**src/rtl/avg_pkg.sv**
```systemverilog
// Shared opcodes, command kinds, FSM states and the vector intensity decode
// for the sequential AVG decoder.
package avg_pkg;

    localparam logic [2:0] OP_VCTR  = 3'd0;
    localparam logic [2:0] OP_HALT  = 3'd1;
    localparam logic [2:0] OP_SVEC  = 3'd2;
    localparam logic [2:0] OP_STORE = 3'd3;
    localparam logic [2:0] OP_CNTR  = 3'd4;
    localparam logic [2:0] OP_JSR   = 3'd5;
    localparam logic [2:0] OP_RTS   = 3'd6;
    localparam logic [2:0] OP_JMP   = 3'd7;

    typedef enum logic [2:0] {
        KIND_VEC  = 3'd0,
        KIND_CNTR = 3'd1,
        KIND_STAT = 3'd2,
        KIND_SCAL = 3'd3
    } cmd_kind_t;

    typedef enum logic [2:0] {
        S_IDLE, S_RD0, S_CAP0, S_RD1, S_CAP1, S_EXEC, S_ISSUE
    } state_t;

    typedef struct packed {
        logic       blank;
        logic       use_z;
        logic [3:0] z;
    } zdec_t;

    // zfield 0 blanks the beam, 1 defers to the current STAT intensity.
    function automatic zdec_t zdecode(input logic [2:0] zf);
        zdec_t r;
        r.blank = (zf == 3'd0);
        r.use_z = (zf == 3'd1);
        r.z     = (r.blank || r.use_z) ? 4'd0 : {zf, 1'b0};
        return r;
    endfunction

endpackage

```
**src/rtl/avg_ret_stack.sv**
```systemverilog
// Subroutine return-address stack: push/pop with full/empty flags.
module avg_ret_stack #(
    parameter int DEPTH = 4,
    parameter int W     = 14
) (
    input  logic         clk,
    input  logic         rst_n,
    input  logic         push,
    input  logic         pop,
    input  logic [W-1:0] din,
    output logic [W-1:0] top,
    output logic         full,
    output logic         empty
);
    localparam int SP_W = $clog2(DEPTH + 1);
    localparam int IX_W = (DEPTH > 1) ? $clog2(DEPTH) : 1;

    logic [SP_W-1:0] sp;
    logic [W-1:0]    mem [DEPTH];
    logic [IX_W-1:0] wr_ix, rd_ix;

    assign wr_ix = IX_W'(sp);
    assign rd_ix = IX_W'(sp - SP_W'(1));
    assign full  = (sp == SP_W'(DEPTH));
    assign empty = (sp == '0);
    assign top   = empty ? '0 : mem[rd_ix];

    always_ff @(posedge clk or negedge rst_n) begin
        if (!rst_n)
            sp <= '0;
        else if (push && !full)
            sp <= sp + SP_W'(1);
        else if (pop && !empty)
            sp <= sp - SP_W'(1);
    end

    always_ff @(posedge clk) begin
        if (push && !full)
            mem[wr_ix] <= din;
    end

endmodule

```
**src/rtl/avg_seq_decode.sv**
```systemverilog
// Sequential AVG decoder: fetches 1/2-word instructions, runs flow control
// locally and hands draw commands to the vector generator via valid/ready.
module avg_seq_decode
    import avg_pkg::*;
#(
    parameter int ADDR_W      = 14,
    parameter int STACK_DEPTH = 4,
    parameter int COORD_W     = 13,
    parameter int SVEC_SHIFT  = 0,
    parameter int Z_W         = 4
) (
    input  logic               clk,
    input  logic               rst_n,
    input  logic               go,
    input  logic [ADDR_W-1:0]  start_addr,
    output logic               mem_rd,
    output logic [ADDR_W-2:0]  mem_addr,
    input  logic [15:0]        mem_rdata,
    output logic               cmd_valid,
    input  logic               cmd_ready,
    output logic [2:0]         cmd_kind,
    output logic [COORD_W-1:0] cmd_dx,
    output logic [COORD_W-1:0] cmd_dy,
    output logic               cmd_blank,
    output logic               cmd_use_z,
    output logic [Z_W-1:0]     cmd_z,
    output logic [2:0]         cmd_color,
    output logic [7:0]         cmd_lin,
    output logic [2:0]         cmd_bin,
    output logic               busy,
    output logic               halted,
    output logic               err
);
    state_t             state;
    cmd_kind_t          kind_q;
    logic [ADDR_W-1:0]  pc, pc_inc, jmp_target, ret_top;
    logic [15:0]        hi, lo;
    logic [2:0]         op;
    logic               stk_push, stk_pop, stk_full, stk_empty;
    zdec_t              zd;
    logic [COORD_W-1:0] vec_dx, vec_dy;

    assign op         = hi[15:13];
    assign pc_inc     = pc + ADDR_W'(2);
    assign jmp_target = ADDR_W'({hi[12:0], 1'b0});

    assign mem_rd   = (state == S_RD0) || (state == S_RD1);
    assign mem_addr = pc[ADDR_W-1:1];
    assign busy     = (state != S_IDLE);
    assign cmd_kind = kind_q;

    // VCTR takes its deltas/zfield across both words, SVEC packs all in hi.
    always_comb begin
        if (op == OP_VCTR) begin
            zd     = zdecode(lo[15:13]);
            vec_dy = COORD_W'($signed(hi[12:0]));
            vec_dx = COORD_W'($signed(lo[12:0]));
        end else begin
            zd     = zdecode(hi[7:5]);
            vec_dy = COORD_W'($signed(hi[12:8])) <<< SVEC_SHIFT;
            vec_dx = COORD_W'($signed(hi[4:0])) <<< SVEC_SHIFT;
        end
    end

    // pc already points past the JSR when EXEC pushes it.
    assign stk_push = (state == S_EXEC) && (op == OP_JSR) && !stk_full;
    assign stk_pop  = (state == S_EXEC) && (op == OP_RTS) && !stk_empty;

    avg_ret_stack #(
        .DEPTH (STACK_DEPTH),
        .W     (ADDR_W)
    ) u_stack (
        .clk   (clk),
        .rst_n (rst_n),
        .push  (stk_push),
        .pop   (stk_pop),
        .din   (pc),
        .top   (ret_top),
        .full  (stk_full),
        .empty (stk_empty)
    );

    always_ff @(posedge clk or negedge rst_n) begin
        if (!rst_n) begin
            state     <= S_IDLE;
            pc        <= '0;
            hi        <= '0;
            lo        <= '0;
            kind_q    <= KIND_VEC;
            cmd_valid <= 1'b0;
            cmd_dx    <= '0;
            cmd_dy    <= '0;
            cmd_blank <= 1'b0;
            cmd_use_z <= 1'b0;
            cmd_z     <= '0;
            cmd_color <= 3'b010;
            cmd_lin   <= '0;
            cmd_bin   <= '0;
            halted    <= 1'b0;
            err       <= 1'b0;
        end else begin
            case (state)
                S_IDLE: if (go) begin
                    pc     <= start_addr & ~ADDR_W'(1);
                    halted <= 1'b0;
                    err    <= 1'b0;
                    state  <= S_RD0;
                end
                S_RD0: state <= S_CAP0;
                S_CAP0: begin
                    hi    <= mem_rdata;
                    pc    <= pc_inc;
                    state <= (mem_rdata[15:13] == OP_VCTR) ? S_RD1 : S_EXEC;
                end
                S_RD1: state <= S_CAP1;
                S_CAP1: begin
                    lo    <= mem_rdata;
                    pc    <= pc_inc;
                    state <= S_EXEC;
                end
                S_EXEC: begin
                    case (op)
                        OP_VCTR, OP_SVEC: begin
                            kind_q    <= KIND_VEC;
                            cmd_dx    <= vec_dx;
                            cmd_dy    <= vec_dy;
                            cmd_blank <= zd.blank;
                            cmd_use_z <= zd.use_z;
                            cmd_z     <= Z_W'(zd.z);
                            cmd_valid <= 1'b1;
                            state     <= S_ISSUE;
                        end
                        OP_STORE: begin
                            if (hi[12]) begin
                                kind_q  <= KIND_SCAL;
                                cmd_lin <= hi[7:0];
                                cmd_bin <= hi[10:8];
                            end else begin
                                kind_q    <= KIND_STAT;
                                cmd_color <= hi[10:8];
                                cmd_z     <= Z_W'(hi[3:0]);
                            end
                            cmd_valid <= 1'b1;
                            state     <= S_ISSUE;
                        end
                        OP_CNTR: begin
                            kind_q    <= KIND_CNTR;
                            cmd_dx    <= '0;
                            cmd_dy    <= '0;
                            cmd_valid <= 1'b1;
                            state     <= S_ISSUE;
                        end
                        OP_HALT: begin
                            halted <= 1'b1;
                            state  <= S_IDLE;
                        end
                        OP_JMP: begin
                            pc    <= jmp_target;
                            state <= S_RD0;
                        end
                        OP_JSR: begin
                            if (stk_full) begin
                                err    <= 1'b1;
                                halted <= 1'b1;
                                state  <= S_IDLE;
                            end else begin
                                pc    <= jmp_target;
                                state <= S_RD0;
                            end
                        end
                        OP_RTS: begin
                            if (stk_empty) begin
                                err    <= 1'b1;
                                halted <= 1'b1;
                                state  <= S_IDLE;
                            end else begin
                                pc    <= ret_top;
                                state <= S_RD0;
                            end
                        end
                        default: state <= S_IDLE;
                    endcase
                end
                S_ISSUE: if (cmd_ready) begin
                    cmd_valid <= 1'b0;
                    state     <= S_RD0;
                end
                default: state <= S_IDLE;
            endcase
        end
    end

endmodule
```
**config.mk**
```make
export PLATFORM = sky130hd
export DESIGN_NAME = avg_seq_decode
export DESIGN_NICKNAME = d
export VERILOG_FILES = /design/src/rtl/avg_pkg.sv /design/src/rtl/avg_ret_stack.sv /design/src/rtl/avg_seq_decode.sv
export SDC_FILE = /design/constraint.sdc
export NUM_CORES = 1
export LEC_CHECK = 0
export ABC_AREA = 1
export BUFFER_PORTS_ARGS = -buffer_cell sky130_fd_sc_hd__buf_2
export CORE_MARGIN = 5
export CORE_UTILIZATION = 50
export DETAILED_ROUTE_END_ITERATION = 6
export PLACE_DENSITY_LB_ADDON = 0.08
export SLEW_MARGIN = 20
export SYNTH_ARGS = -nofsm -noshare
export SYNTH_HDL_FRONTEND = slang
export SYNTH_SLANG_ARGS = --single-unit
```
**constraint.sdc**
```tcl
create_clock -name clk -period 4.43 [get_ports clk]
set_clock_uncertainty 0.15 [all_clocks]
set_input_delay 0.886 -clock clk [delete_from_list [all_inputs] [get_ports clk]]
set_output_delay 0.886 -clock clk [all_outputs]
set_load 0.1 [all_outputs]
```
==> reports/metrics.csv <==
metric,value,unit
status,finished clean,
"CTS clk-pin slew, worst paths",0.06,ns
Root Buffer,clkbuf_16,
Post-Syn Area,0.00699,mm²
Die Y,128,µm
CTS tree,built,
HPWL Detailed,12400,µm
Post-layout nets,930,
drc violations,0,
Mapped Nets,830,
Crit-path slowest cell,buf_2,
"Seq/Total Area, Yosys",58.9,%
Initial Util,50.8,%
Avg Inst Size Synth,8.85,µm²
crit-path cells,"inv_1, nor2_1, buf_2",
Synth cell types,36,
Hold Buf Count CTS,0,
crit path DAT,1.64,ns
fmax,0.374,GHz
Port Buffers,98,
via/cell ratio,5.30,
layout cells sized above 1,17.3,%
Ports,101,
initial DRC count,482,
largest net degree at the start of global routing,47,
via count,5745,
critical path class,flop to output port,
# diodes,0,
post-route ant nets,0,
Max Buffers Root-to-Sink,2,
drt total wl,18000,µm
crit path max fanout,5,
drt wl/cell,16.7,µm
min cycle time layout,2.67,ns
GRT Util Overall,22.7,%
RSZ-0062 raised after global routing,no,
Die Span X,128,µm
YS warnings,0,
placer congestion estimate,0.867,
HP Class,flop to flop,
Final setup viols,0,
crit start category,flop,
Rows,43,
Final Hold Fails,0,
clock sinks,154,
setup bufs post-CTS,0,
max capacitance violation total,0,
WP data required,3.39,ns
Crit. End Element,output port,
H-tree Lvls,4,
Worst-Skew Late Latency,0.42,ns
Worst-Margin Slew,0.803,ns
Tcrit/Tclk final,60.3,%
reg2reg setup slack,1.81,ns
Post-Syn Instances,790,
Setup TNS,0,ns
"delay-heaviest family, CP",buffers and inverters,
fin. max-slew vios,0,
Core Region,0.0138,mm²
initial antenna violation count,0,
final core utilization,60.0,%
clock buffer count from CTS,17,
vias in the first global route,5461,
relative slew slack,46.3,%
post-CTS sizing,0,
#FFs+latches synth,154,
gr ovfl total,0,
hold slack,0.329,ns
synthesis-to-finish area growth,18.3,%
Die ar.,0.0164,mm²
Worst Path Buf+Inv,2,
DR pass1 iterations,5,
first-pass GRT wire length,28800,µm
CP max stage delay,0.47,ns
-- per-layer routing --
layer	routed length [µm]	vias up	GRT usage, %	share of wire, %
li1	-	2798	-	-
met1	8510	2726	33.5	47
met2	8090	198	33.7	45
met3	1110	23	4.25	6.2
met4	330	0	8.05	1.8
met5	0	-	0	0
-- layout by cell type, fill, tap and decap left out, drive strengths merged, types with 3 or more instances in the layout --
cell / instances
nand2: 252
buf: 112
dfrtp: 101
o21ai: 86
nor2: 72
inv: 66
nand3: 53
edfxtp: 52
clkbuf: 25
a21oi: 18
a22o: 17
ha: 6
nor3: 6
a31oi: 5
nand4: 5
o22ai: 5
clkinv: 5
nand3b: 3
-- worst paths after layout --
path | endpoint | cells past startpoint | from
setup / recovery | mem_rd | 3 | state[0]$_DFFE_PN0P_
hold / removal | cmd_color[0]$_DFFE_PN0P_ | 2 | cmd_color[0]$_DFFE_PN0P_
setup reg to reg | pc[12]$_DFFE_PN0P_ | 9 | hi[15]$_DFFE_PN0P_
hold reg to reg | cmd_color[0]$_DFFE_PN0P_ | 2 | cmd_color[0]$_DFFE_PN0P_
max in group asynchronous | cmd_dx[5]$_DFFE_PN0P_ | 2 | rst_n
min in group asynchronous | pc[11]$_DFFE_PN0P_ | 1 | rst_n
-- layout make-up --
type                            count  area [µm²]
Inverter                           66         248
Multi-Input combinational cell    539        2490
Timing Repair Buffer              112         598
Tap cell                          180         225
Clock buffer                       25         507
Clock inverter                      7        86.3
Sequential cell                   154        4120
Fill cell                        1278        5500
-- registers in the layout, indices dropped and copies added, names as in the netlist, 2 cells and up --
name,count
cmd_dx,13
state,3
pc,13
u_stack.mem,52
cmd_lin,8
hi,16
cmd_z,4
u_stack.sp,3
cmd_kind,2
lo,16
cmd_dy,13
cmd_bin,3
cmd_color,3
-- synth_stat cells --
master	number	area [µm²]
dfrtp_1	101	2530
buf_6	1	11.3
o211ai_1	2	15.0
clkinv_1	1	3.75
nor2_2	5	31.3
nand2_1	249	935
nand3_2	1	10.0
nand4_1	5	31.3
a22o_1	17	149
nand3b_1	3	22.5
xor2_1	2	17.5
edfxtp_1	52	1560
inv_1	62	233
dfstp_2	1	26.3
nand3_1	52	260
a21oi_1	18	90.1
buf_4	1	7.51
buf_1	2	7.51
or2_2	1	6.26
nor3_2	1	10.0
nand2_2	3	18.8
buf_2	12	60.1
o22ai_1	5	31.3
nor3b_1	1	7.51
nor2_1	67	251
o31ai_1	1	7.51
nor3_1	5	25.0
inv_2	3	11.3
conb_1	1	3.75
o21ai_1	2	10.0
a31oi_1	5	31.3
o2111ai_1	2	17.5
o21ai_0	84	420
o21bai_1	1	7.51
clkbuf_1	15	56.3
ha_1	6	75.1
-- worst register-to-register path: cells and delay by family, from the launching register on --
kind | cells | cell delay, ns
buf+inv | 1 | 0.25
simple gates | 8 | 1.65
flops | 1 | 0.46
-- cell families (layout without fill, tap and decap cells) --
logic type,after synthesis,after routing,share of synthesized area [%]
other,1,1,0.0536
DFF,154,154,58.9
AOI/OAI and AO/OA,137,137,11.2
and+or+nand+nor,393,393,23.0
xor gates and xnor gates,2,2,0.251
adders and majority gates,6,6,1.07
buffers and inverters,97,210,5.58
-- metrics by stage --
step | cells | instance area, µm² | worst slack, ns
6_report | 1083 | 8270 | 1.76
5_1_grt | 1083 | 8270 | 1.57
4_1_cts | 1083 | 8270 | 1.76
3_5_place_dp | 1051 | 7680 | 1.82
3_3_place_gp | 1051 | 7680 | 1.84
2_1_floorplan | 790 | 6990 | 1.62
Power is left out: the tool's default activity adds up to more than one toggle a clock period on the data nets, which glitch-free logic cannot reach.
